[config.mk]
export PLATFORM = sky130hd
export DESIGN_NAME = imm_decode_stage
export DESIGN_NICKNAME = d
export VERILOG_FILES = /design/src/rtl/imm_decode_stage.sv
export SDC_FILE = /design/constraint.sdc
export NUM_CORES = 1
export LEC_CHECK = 0
export CORE_ASPECT_RATIO = 1.25
export CORE_MARGIN = 5
export CORE_UTILIZATION = 47
export CTS_BUF_LIST = sky130_fd_sc_hd__clkbuf_4 sky130_fd_sc_hd__clkbuf_8
export DETAILED_ROUTE_END_ITERATION = 10
export PLACE_DENSITY = 0.78
export SETUP_SLACK_MARGIN = 0.3
export SYNTH_ARGS = -nofsm -noshare
export SYNTH_HDL_FRONTEND = slang
export SYNTH_SLANG_ARGS = --single-unit
[constraint.sdc]
create_clock -name clk -period 1.49 [get_ports clk]
set_clock_uncertainty 0.1 [all_clocks]
set_input_delay 0.149 -clock clk [delete_from_list [all_inputs] [get_ports clk]]
set_output_delay 0.149 -clock clk [all_outputs]
set_load 0.01 [all_outputs]
[src/rtl/imm_decode_stage.sv]
// imm_decode_stage: RV32/RV64 immediate decoder behind a one-deep skid buffer.
// Each accepted instruction is decoded combinationally and registered, so its
// result is presented one cycle later. A second entry absorbs one instruction
// while the output is stalled, which lets in_ready be a pure register output.
// Optional feature macro: IMM_DECODE_ILLEGAL_EN. When it is defined, unsupported
// opcodes (and RV32 shifts with instr[25] set) report fmt 7 and out_illegal=1.
module imm_decode_stage #(
    parameter int unsigned XLEN  = 32,
    parameter int unsigned TAG_W = 5
) (
    input  logic             clk,
    input  logic             reset,
    input  logic             in_valid,
    output logic             in_ready,
    input  logic [31:0]      in_instr,
    input  logic [TAG_W-1:0] in_tag,
    output logic             out_valid,
    input  logic             out_ready,
    output logic [XLEN-1:0]  out_imm,
    output logic [2:0]       out_fmt,
    output logic             out_illegal,
    output logic [TAG_W-1:0] out_tag,
    output logic [15:0]      out_count
);

    typedef enum logic [2:0] {
        FmtR   = 3'd0,
        FmtI   = 3'd1,
        FmtSh  = 3'd2,
        FmtS   = 3'd3,
        FmtB   = 3'd4,
        FmtU   = 3'd5,
        FmtJ   = 3'd6,
        FmtIll = 3'd7
    } fmt_e;

`ifdef IMM_DECODE_ILLEGAL_EN
    localparam fmt_e FmtBad = FmtIll;
`else
    localparam fmt_e FmtBad = FmtR;
`endif

    // Payload layout: {imm, fmt, tag}
    localparam int unsigned PW = XLEN + 3 + TAG_W;

    logic [6:0]      opcode;
    logic [2:0]      funct3;
    logic [XLEN-1:0] dec_imm;
    fmt_e            dec_fmt;
    logic [PW-1:0]   dec_payload;

    logic            out_valid_q;
    logic            skid_full_q;
    logic [PW-1:0]   out_q;
    logic [PW-1:0]   skid_q;
    logic [15:0]     count_q;
    logic            out_fire;

    assign opcode = in_instr[6:0];
    assign funct3 = in_instr[14:12];

    // Decode the incoming word into an extended immediate and a format code.
    always_comb begin
        dec_imm = '0;
        dec_fmt = FmtR;
        unique case (opcode)
            7'b0010011: begin
                if (funct3 == 3'b001 || funct3 == 3'b101) begin
                    if (XLEN == 64) begin
                        dec_imm = XLEN'(in_instr[25:20]);
                        dec_fmt = FmtSh;
                    end else if (in_instr[25]) begin
                        // shamt[5] is reserved on RV32
                        dec_fmt = FmtBad;
                    end else begin
                        dec_imm = XLEN'(in_instr[24:20]);
                        dec_fmt = FmtSh;
                    end
                end else begin
                    dec_imm = XLEN'($signed(in_instr[31:20]));
                    dec_fmt = FmtI;
                end
            end
            7'b0000011, 7'b1100111: begin
                dec_imm = XLEN'($signed(in_instr[31:20]));
                dec_fmt = FmtI;
            end
            7'b0100011: begin
                dec_imm = XLEN'($signed({in_instr[31:25], in_instr[11:7]}));
                dec_fmt = FmtS;
            end
            7'b1100011: begin
                dec_imm = XLEN'($signed({in_instr[31], in_instr[7], in_instr[30:25],
                                         in_instr[11:8], 1'b0}));
                dec_fmt = FmtB;
            end
            7'b0110111, 7'b0010111: begin
                dec_imm = XLEN'($signed({in_instr[31:12], 12'b0}));
                dec_fmt = FmtU;
            end
            7'b1101111: begin
                dec_imm = XLEN'($signed({in_instr[31], in_instr[19:12], in_instr[20],
                                         in_instr[30:21], 1'b0}));
                dec_fmt = FmtJ;
            end
            7'b0110011: begin
                dec_fmt = FmtR;
            end
            default: begin
                dec_fmt = FmtBad;
            end
        endcase
    end

    assign dec_payload = {dec_imm, dec_fmt, in_tag};
    assign out_fire    = out_valid_q & out_ready;

    // Output stage plus skid entry; the skid entry always drains before new input.
    always_ff @(posedge clk) begin
        if (reset) begin
            out_valid_q <= 1'b0;
            skid_full_q <= 1'b0;
            out_q       <= '0;
            skid_q      <= '0;
            count_q     <= '0;
        end else begin
            if (out_fire) begin
                count_q <= count_q + 16'd1;
            end
            if (!out_valid_q || out_ready) begin
                // Output slot is free (empty or handing off) this cycle.
                if (skid_full_q) begin
                    out_q       <= skid_q;
                    out_valid_q <= 1'b1;
                    skid_full_q <= 1'b0;
                end else begin
                    out_valid_q <= in_valid;
                    if (in_valid) begin
                        out_q <= dec_payload;
                    end
                end
            end else if (in_valid && !skid_full_q) begin
                // Output stalled: park the accepted instruction in the skid entry.
                skid_q      <= dec_payload;
                skid_full_q <= 1'b1;
            end
        end
    end

    assign in_ready  = ~skid_full_q;
    assign out_valid = out_valid_q;
    assign out_imm   = out_q[PW-1 -: XLEN];
    assign out_fmt   = out_q[TAG_W +: 3];
    assign out_tag   = out_q[TAG_W-1:0];
    assign out_count = count_q;

`ifdef IMM_DECODE_ILLEGAL_EN
    assign out_illegal = (out_fmt == FmtIll);
`else
    assign out_illegal = 1'b0;
`endif

endmodule

* Yosys cells after proc, flatten, opt, wreduce, memory -nomap -nowiden
Index checks and enable logic that the tools add are counted.
Storage, ports and cells: input bits 41, output and inout bits 59, flip-flop bits (word level) 98
Operators by class: reductions and logical operators 11, add/sub/neg operators 1, equality and inequality tests 10, multiplexer cells 9, bitwise gates (word level) 3
Operators by type and width (number):
- $pmux W32 S6 | 1
- $mux W40 | 2
- $mux W32 | 1
- $eq A7 B7 Y1 const B | 3
- $pmux W3 S6 | 1
- $add A16 B1 Y16 const B | 1
- $eq A7 B5 Y1 const B | 2
- $eq A7 B6 Y1 const B | 2
- $eq A7 B2 Y1 const B | 1
- $reduce_or A2 Y1 | 3
- $mux W5 | 1
- $reduce_and A2 Y1 | 2
- $eq A3 B1 Y1 const B | 1
- $eq A3 B3 Y1 const B | 1
- $mux W3 | 1
- $logic_not A1 Y1 | 2
- $logic_or A1 B1 Y1 | 2
- $mux W2 | 1
- $not A1 Y1 | 2
- $reduce_bool A2 Y1 | 1
- $and A1 B1 Y1 | 1
- $logic_and A1 B1 Y1 | 1
- $mux W1 | 1

* Logic depth before layout (Yosys ltp)
depth after elaboration 6, mapped depth 7, mapped depth without buffers 5

* Worst setup path before layout
OpenSTA, ideal clock, no wires.
kind register to register, start point register count_q[7] (netlist: out_count[7]), end point register count_q[15] (netlist: out_count[15]), period minus slack after synthesis 1.656 ns, data arrival time 1.429 ns, path buffers 1, data required time 1.262 ns, slack -0.166 ns, cell stages (with the launch flop) 7, cells stage by stage dfxtp_1 > nand3_1 > or3_1 > buf_2 > nor4_2 > xnor2_1 > nor2_1
Between the ends: cells in the longest elaborated chain, start to end 1
RTL lines:
- start, declared | line 56 | logic [15:0] count_q;
- start signal, assigned | line 128 | count_q <= count_q + 16'd1;
- $add A16 B1 Y16 | line 128
No other way between the ends. A chain may end at the register's enable or synchronous reset.

* Final worst setup path
start point register out_valid_q (netlist: out_valid), end point register skid_q[16]
Between the ends: cells in the longest elaborated chain, start to end 4
RTL lines:
- start, declared | line 52 | logic out_valid_q;
- start signal, assigned | line 137 | out_valid_q <= in_valid;
- $logic_not A1 Y1 | line 130 | if (!out_valid_q || out_ready) begin
- $logic_or A1 B1 Y1 | line 130
- $not A1 Y1 (no line)
- $reduce_and A2 Y1 (no line)
- end signal, assigned | line 144 | skid_q <= dec_payload;
- end, declared | line 55 | logic [PW-1:0] skid_q;
No other way between the ends.

==> metrics.cfg <==
[critical_path]
crit_type = reg2reg
reg2reg_slack_ns = -0.35
end_kind = flip-flop
r2r-start = out_valid$_SDFFE_PP0N_
worstPathMaxFanout = 16
critPathCapture = skid_q[16]$_SDFFE_PP0P_
critPathRequiredTime_ns = 1.67
ff2ff_path_depth = 7
critPathLaunchType = flip-flop
crit_arrival_ns = 2.02
crit_start = out_valid$_SDFFE_PP0N_
timing.rr.end = skid_q[16]$_SDFFE_PP0P_

[floorplan]
coreArea_sq_mm = 0.00917
die_x_um = 97.0
rows = 39
top_level_ports = 100
die_height_um = 119
initial_utilization_pct = 48.5
dieArea_sq_mm = 0.0115

[timing]
setup_viol = 86
max_slew.worst_pin.slew_ns = 0.549
drv_slew = 0
max_freq_mhz = 543
holdWs_ns = 0.0981
period_needed_ns = 1.84
hold_viol_final = 0
rsz0062_at_grt = true
fin_crit_sh_pct = 124
relSlewSlack_pct = 63.4
fin_ws_ns = -0.352

[finish]
final_area_sq_mm = 0.00865
area_growth_pct = 94.5
num-fill-cells = 243
drive_above_1_share_pct = 68.6
final_cells = 894
fin_nets = 807
fin_util_pct = 94.3

[drt]
route.vias.total = 6020
first_iter_violations = 568
routed_wl_um = 26200
wl_per_cell_um = 29.3
drc = 0
drtPass1Iterations = 5
via_per_inst = 6.73
ant_nets = 0

[place]
postPlaceCellArea_sq_mm = 0.00619
dpl.hpwl_um = 9900
io_buffers = 98
dp_cells = 785
place.gp.congestion = 0.946

[power]
p_leak_uw = 0.00337
power.density_mw_per_mm2 = 733
finalPower_uw = 6340
ir_drop_v = 0.000579

[cts]
root_buffer = clkbuf_8
path_clk_slew_ns = 0.11
clk_latency_ns = 0.39
cts_tree = yes
clock_path_buffers = 2
postCtsHoldBufs = 0
cts_buffers = 9
cts.sinks = 98
htreeDepth = 3

[hold_path]
hold_path_class = in2reg

[synth]
synthTopCellsByArea = dfxtp_1 44%, nand2_1 6.2%, nor2_1 5.3%
synth_cells = 534
syn_avg_cell_area_sq_um = 8.32
synth_most_common_cell = dfxtp_1
synth_ff_type = dfxtp_1
synthesis.nets = 576
ys_warn_count = 0
synth_seq_area_share_pct = 44.1
synth-seq-cells = 98
yosysTopAreaCell = dfxtp_1
synth_enable_flop_cells = 0
yosysTopAreaCellShare_pct = 44.1
ys_types = 53
async_reset_ff_share_pct = 0
mappedNetlistArea_sq_mm = 0.00445
ys_top_cells_by_count = 98 x dfxtp_1, 74 x nand2_1, 63 x nor2_1

[global_route]
antenna_found_initial = 2
grt_pass1_wl_um = 29200
grt_max_degree = 34
grt_pass1_vias = 5474
grt_usage_pct = 31.4
grt_overflow = 0

[run_status]
status = complete, but fails checks
violations = setup timing

[run]
max_cap_viol_count = 0

area by class of cell:
type | instances | area [sq um] | area share (%)
clock inverters | 7 | 92.6 | 1.07
inverters | 11 | 46.3 | 0.535
clock buffers | 9 | 124 | 1.43
well taps | 123 | 154 | 1.78
diodes | 1 | 2.50 | 0.0289
multi-input cells | 383 | 3500 | 40.5
flip-flops and latches | 98 | 2050 | 23.8
repair buffers | 262 | 2670 | 30.9
critical path: stages, from the launching register on:
cell     delay (ns)
dfxtp_4        0.37
nor2b_4        0.14
buf_4          0.13
buf_6          0.11
nand3_4        0.14
buf_12         0.18
nand2_1        0.21
a21oi_2        0.36
placed cells by master, fill, tap and decap left out, types with 13 or more instances in the layout:
| cell type | count |
|---|---|
| buf_2 | 43 |
| nor2_4 | 31 |
| nand2_1 | 44 |
| a211oi_2 | 34 |
| dfxtp_2 | 47 |
| buf_4 | 78 |
| buf_12 | 20 |
| nor2_1 | 18 |
| nor2_2 | 14 |
| o21ai_2 | 13 |
| nand3_1 | 13 |
| dfxtp_1 | 42 |
| nand2_2 | 25 |
| a21oi_2 | 18 |
| buf_6 | 65 |
| clkdlybuf4s50_1 | 27 |
registers in the layout, indices dropped and copies added (netlist names):
name,count
out_count,16
out_q,40
out_valid,1
skid_full_q,1
skid_q,40
worst min-delay path by stage:
stage / from / endpoint / cells after the start / slack, ns
after floorplan: in_tag[0] / skid_q[0]$_SDFFE_PP0P_ / 2 / 0.18
after global placement: skid_q[5]$_SDFFE_PP0P_ / skid_q[5]$_SDFFE_PP0P_ / 2 / 0.34
after CTS: reset / skid_q[18]$_SDFFE_PP0P_ / 2 / 0.07
after global routing: reset / skid_q[17]$_SDFFE_PP0P_ / 2 / 0.09
final: reset / skid_q[17]$_SDFFE_PP0P_ / 2 / 0.1
after detailed placement: skid_q[39]$_SDFFE_PP0P_ / skid_q[39]$_SDFFE_PP0P_ / 2 / 0.35
per-stage QoR:
step                setup slack, ns  TNS, ns
floorplan                   -0.0620   -0.107
detailed placement           -0.533   -37.66
CTS                         -0.0327   -0.154
global route                 -0.358    -9.46
global placement             -0.499   -34.24
finish                       -0.352    -7.26
logic make-up after synthesis:
group,share of synthesized area (%)
simple gates,22.7
compound gates,23.9
flops,44.1
buf+inv,5.40
xor+xnor,2.36
mux,1.13
fa+ha+maj,0.281
other cells,0.0844
power by group:
| group | internal [uW] | switching (uW) | total, uW |
|---|---|---|---|
| logic | 752 | 770 | 1520 |
| registers | 2700 | 90.9 | 2790 |
| clock network | 948 | 1080 | 2030 |
| total | 4400 | 1940 | 6340 |
metal layers:
layer  track usage (%)  vias to the layer above  routed length [um]
met2              56.4                      558               12500
met4              16.2                        2                2640
met5                 0                        -                  12
met3              6.31                      232                2460
met1              34.9                     2855                8650
li1                  -                     2373                   -
what timing repair did:
| action | 4_1_cts | 5_1_grt |
|---|---|---|
| pin swaps | 78 | 63 |
| setup endpoints to repair | 149 | 137 |
| buffers inserted | 36 | 45 |
| gates resized for setup | 464 | 197 |
| cloned | 10 | 1 |
Note: power is estimated with default switching activity, not from simulation.
